## src/rtl/mcdt_arbiter.sv

```systemverilog
// mcdt_arbiter: round-robin read arbiter for three MCDT slave FIFOs feeding a 2-entry output buffer.
// Define MCDT_ARB_BURST_EN to let a grantee keep the grant for up to BURST_LEN consecutive acks.
module mcdt_arbiter #(
  parameter int NUM_SLV   = 3,
  parameter int DW        = 32,
  parameter int BURST_LEN = 4
) (
  input  logic          clk_i,
  input  logic          rst_i,
  input  logic          slv0_req_i,
  input  logic          slv1_req_i,
  input  logic          slv2_req_i,
  input  logic          slv0_val_i,
  input  logic          slv1_val_i,
  input  logic          slv2_val_i,
  input  logic [DW-1:0] slv0_data_i,
  input  logic [DW-1:0] slv1_data_i,
  input  logic [DW-1:0] slv2_data_i,
  output logic          a2s0_ack_o,
  output logic          a2s1_ack_o,
  output logic          a2s2_ack_o,
  output logic          arb_val_o,
  output logic [DW-1:0] arb_data_o,
  output logic [1:0]    arb_id_o,
  input  logic          f2a_ready_i
);

  localparam int BCW = $clog2(BURST_LEN + 1);
`ifdef MCDT_ARB_BURST_EN
  localparam int RUN_LEN = BURST_LEN;
`else
  localparam int RUN_LEN = 1;
`endif

  typedef enum logic [1:0] {
    IDLE,
    ACK,
    STALL
  } state_t;

  state_t             state_q, state_d;
  logic [NUM_SLV-1:0] req, val;
  logic [DW-1:0]      data [NUM_SLV];
  logic [1:0]         last, gnt_id, cand;
  logic [1:0]         cnt, cnt_nw;
  logic [BCW-1:0]     burst_cnt;
  logic               infl, pop, push, credit, keep, found, do_ack;
  logic [2:0]         ack;
  logic [DW-1:0]      buf_data [2];
  logic [1:0]         buf_id [2];
  logic               rd_ptr, wr_ptr;

  assign req     = {slv2_req_i, slv1_req_i, slv0_req_i};
  assign val     = {slv2_val_i, slv1_val_i, slv0_val_i};
  assign data[0] = slv0_data_i;
  assign data[1] = slv1_data_i;
  assign data[2] = slv2_data_i;

  // An ACK state means a read was acknowledged last cycle, and `last` still names that slave.
  assign infl   = (state_q == ACK);
  assign pop    = (cnt != 2'd0) && f2a_ready_i;
  assign cnt_nw = cnt - {1'b0, pop};
  assign credit = ({1'b0, cnt_nw} + {2'b00, infl}) < 3'd2;
  assign push   = infl && val[last];

  always_comb begin
    keep   = req[last] && (burst_cnt != '0) && (burst_cnt < BCW'(RUN_LEN));
    gnt_id = last;
    found  = keep;
    cand   = 2'd0;
    for (int i = 1; i <= 3; i++) begin
      cand = 2'((int'(last) + i) % 3);
      if (!found && req[cand]) begin
        gnt_id = cand;
        found  = 1'b1;
      end
    end
  end

  // Acks are gated by reset so they drop immediately even while requests stay high.
  always_comb begin
    state_d = IDLE;
    do_ack  = 1'b0;
    if (|req) begin
      if (credit) begin
        state_d = ACK;
        do_ack  = !rst_i;
      end else begin
        state_d = STALL;
      end
    end
  end

  assign ack        = do_ack ? (3'b001 << gnt_id) : 3'b000;
  assign a2s0_ack_o = ack[0];
  assign a2s1_ack_o = ack[1];
  assign a2s2_ack_o = ack[2];

  always_ff @(posedge clk_i or posedge rst_i) begin
    if (rst_i) begin
      state_q   <= IDLE;
      last      <= 2'd2;
      burst_cnt <= '0;
    end else begin
      state_q <= state_d;
      if (do_ack) begin
        last      <= gnt_id;
        burst_cnt <= keep ? burst_cnt + 1'b1 : BCW'(1);
      end else if (!req[last]) begin
        burst_cnt <= '0;
      end
    end
  end

  // A slave that went empty returns val low; its reserved slot is simply released.
  always_ff @(posedge clk_i or posedge rst_i) begin
    if (rst_i) begin
      cnt    <= 2'd0;
      rd_ptr <= 1'b0;
      wr_ptr <= 1'b0;
      for (int i = 0; i < 2; i++) begin
        buf_data[i] <= '0;
        buf_id[i]   <= 2'd0;
      end
    end else begin
      cnt <= cnt_nw + {1'b0, push};
      if (push) begin
        buf_data[wr_ptr] <= data[last];
        buf_id[wr_ptr]   <= last;
        wr_ptr           <= ~wr_ptr;
      end
      if (pop) begin
        rd_ptr <= ~rd_ptr;
      end
    end
  end

  assign arb_val_o  = (cnt != 2'd0);
  assign arb_data_o = buf_data[rd_ptr];
  assign arb_id_o   = buf_id[rd_ptr];

endmodule

```

## config.mk

```make
export PLATFORM = sky130hd
export DESIGN_NAME = mcdt_arbiter
export DESIGN_NICKNAME = d
export VERILOG_FILES = /design/src/rtl/mcdt_arbiter.sv
export SDC_FILE = /design/constraint.sdc
export NUM_CORES = 1
export LEC_CHECK = 0
export CORE_MARGIN = 3
export CORE_UTILIZATION = 42
export DETAILED_ROUTE_END_ITERATION = 7
export PLACE_DENSITY = 0.77
export SETUP_SLACK_MARGIN = 0.15
export SLEW_MARGIN = 20
export SYNTH_ARGS = -nofsm -noshare
export SYNTH_HDL_FRONTEND = slang
export SYNTH_SLANG_ARGS = --single-unit
```

## constraint.sdc

```tcl
create_clock -name clk_i -period 3.75 [get_ports clk_i]
set_input_delay 0.75 -clock clk_i [delete_from_list [all_inputs] [get_ports clk_i]]
set_output_delay 0.75 -clock clk_i [all_outputs]
set_load 0.01 [all_outputs]
```

==> summary.txt <==
Timing
  • RSZ-0062 raised after global routing: yes
  • Max frequency: 0.2835 GHz
  • Slew HR: 36.09%
  • Slew Limit Fails: 0
  • Final min period: 3.527 ns
  • Fin crit share: 94.06%
  • Final Hold Viols: 0
  • Clock skew: 0.009351 ns
  • Worst Tran Pin Value: 0.9587 ns
  • Final setup fails: 0

Power and ir drop
  • Power Density: 848.2 mW/mm2
  • P_leak: 2.583 nW
  • Max VDD drop: 0.3888 mV

Yosys
  • Synth top area share: 45.24%
  • Synthesized area per cell: 9.298 um2
  • Syn Nets: 575
  • Unique masters post-synth: 43
  • YS warnings: 0
  • Synthesis-stage register bit count: 79
  • Top cells by area, synth: dfrtp_1 45%, a21oi_1 12%, mux2_2 10%, nor2_1 9.0%, mux2i_1 7.7%
  • Leading area contributor after synthesis: dfrtp_1
  • Synth Cell Area: 0.004314 mm2
  • Register area share after synthesis: 45.85%
  • Post-Synthesis Cells: 464
  • Main flop type after synthesis: dfrtp_1
  • Async SR Flop Fraction: 100.0%
  • Post-synth EDFFs: 0

Final layout
  • Final Instance Area: 0.006227 mm2
  • Finished Core Util: 63.13%
  • Area Growth Syn to Fin: 44.34%
  • Layout cell share with drive strength beyond 1: 15.88%
  • Multi-input logic area: 0.002200 mm2
  • Fillers: 778
  • Fin nets: 717
  • Diodes inserted: 0
  • Commonest non-fill, non-tap cell in the layout: clkdlybuf4s50_1
  • Sequential cell area: 0.001978 mm2
  • Most frequent cells in the layout: 138 x clkdlybuf4s50_1, 102 x a21oi_1, 100 x nor2_1, 78 x dfrtp_1, 40 x mux2_2

Clock tree
  • Clock sinks: 79
  • Clk buf depth: 2
  • TritonCTS buffer count: 9
  • CTS tree: done
  • Worst skew pair latency: 0.33 ns
  • Clock Tree Root: clkbuf_8
  • Worst-path clk slew: 0.07 ns
  • H-tree depth: 3
  • CTS Hold Bufs: 0

Setup path
  • R2r setup slk: 0.93 ns
  • Worst Path Required: 3.00 ns
  • Arr. time, crit path: 2.78 ns
  • Max Fanout on Critical Path: 3
  • Critical R2R Capture: buf_data[19]
  • Reg2Reg Depth: 10
  • Worst r2r src: last[1]
  • Critical path class: input pin to output pin
  • Startpoint types: input pin
  • Crit end category: output pin

Floorplanning
  • Area of the core: 0.009864 mm2
  • Die area: 0.01152 mm2
  • Starting Density: 43.73%
  • Die width: 107.4 um
  • Row cnt: 36
  • Die H: 107.4 um
  • Num ports: 143

Global routing
  • Gr ovfl total: 0
  • Largest net degree at the start of global routing: 80
  • Initial antenna violation count: 0
  • Met2 Usage GRT: 36.10%
  • Met1 Resource Use GR: 24.10%
  • First-pass GRT wire length: 18410 um
  • GRT Total Usage: 19.82%
  • GR Util met3: 3.359%
  • Vias in the first global route: 3989
  • GRT busiest layer: met2

Detailed routing
  • Post-detailed-route count of antenna-violating nets: 0
  • Wirelength per Cell: 15.36 um
  • Via count: 3858
  • Pre-antenna DRT Iters: 5
  • Vias per cell: 5.185
  • Final wirelength: 11430 um
  • DRC: 0
  • DRT iter0 DRCs: 146

Worst hold path
  • Hold_sp: buf_id[0]
  • Hold-critical path depth: 1
  • Hold Crit Endpoint: buf_id[0]
  • Hold crit path type: register to register

Placed design
  • Detailed Place HPWL: 8235 um
  • Port bufs: 142
  • RD Place Congestion: 0.7925
  • Placement Cell Area: 0.005911 mm2

Outcome
  • Status: finished, final reports clean

Flow run
  • Max-cap violations: 0
-- how the worst max path moves through the flow --
| stage | start | to | slack, ns | cells after the start |
|---|---|---|---|---|
| final | slv0_req_i | a2s2_ack_o | 0.22 | 8 |
| after global placement | f2a_ready_i | a2s1_ack_o | -0.03 | 9 |
| after CTS | last[1] | a2s1_ack_o | 0.17 | 9 |
| after detailed placement | slv2_req_i | a2s0_ack_o | -0.08 | 8 |
| after global routing | slv0_req_i | a2s0_ack_o | 0.13 | 8 |
| after floorplan | last[1] | a2s0_ack_o | 0.36 | 12 |
-- cell usage after synthesis, drive strengths merged (2+ instances only) --
master / instances
a21oi: 103
buf: 21
clkbuf: 13
dfrtp: 78
ha: 6
inv: 9
mux2: 41
mux2i: 33
nand2: 10
nand2b: 5
nor2: 104
nor2b: 5
nor3: 3
nor3b: 2
o21ai: 8
or4: 3
xnor2: 3
-- kinds of logic (layout without fill, tap and decap cells) --
| logic type | Yosys count | in the layout | share of synthesized area, % |
|---|---|---|---|
| buffers and inverters | 43 | 190 | 4.379 |
| AO/OA/AOI/OAI | 120 | 120 | 15.02 |
| flip-flops | 79 | 79 | 45.85 |
| adder cells (fa/ha/maj) | 6 | 6 | 1.740 |
| AND/OR/NAND/NOR | 138 | 138 | 13.75 |
| XOR/XNOR | 4 | 4 | 0.8122 |
| multiplexers | 74 | 74 | 18.45 |
-- repair_timing --
| action | 4_1_cts | 5_1_grt |
|---|---|---|
| hold endpoints to repair | 0 | 0 |
| gates resized for setup | 7 | 13 |
| buffers inserted | 2 | 2 |
| setup endpoints to repair | 3 | 3 |
| pin swaps | 1 | 3 |
-- critical path: stages --
cell             delay, ns
clkdlybuf4s50_1       0.44
mux2_4                0.30
a21oi_4               0.16
nor2_2                0.07
or4_1                 0.52
o21ai_2               0.09
and3_1                0.17
dlygate4sd2_1         0.28
-- sequential cells by signal, indices dropped and copies added (netlist names) --
signal     flops
buf_data      64
buf_id         4
burst_cnt      3
cnt            2
last           2
rd_ptr         1
state_q        2
wr_ptr         1
-- area by class of cell --
type,instances,share of cell area (%)
inverters,9,0.6028
repair buffers,165,25.94
clock inverters,6,1.487
clock buffers,10,2.210
multi-input cells,342,35.32
well taps,133,2.672
flip-flops and latches,79,31.77
-- where the power goes --
part	internal, mW	total (mW)	switching (mW)
registers	1.28	1.50	0.216
clock network	0.397	0.704	0.307
logic	1.61	3.08	1.47
total	3.29	5.28	1.99
-- stage by stage --
stage	power, mW	TNS (ns)	worst slack, ns	hold WS, ns	cells
finish	5.282	0	0.2229	0.5082	744
global route	5.710	0	0.1330	0.5342	744
CTS	5.268	0	0.1655	0.5108	742
detailed placement	4.520	-0.1482	-0.07994	0.4936	724
global placement	4.400	-0.04687	-0.02533	0.4835	724
floorplan	3.323	0	0.3558	0.4681	464
-- layer usage --
layer  vias to the layer above  share of wire [%]
li1                       1886                  -
met1                      1856                 42
met2                       110                 53
met3                         6                4.5
met4                         0               0.87
met5                         -                  0
Power figures use the tool's default switching activity.
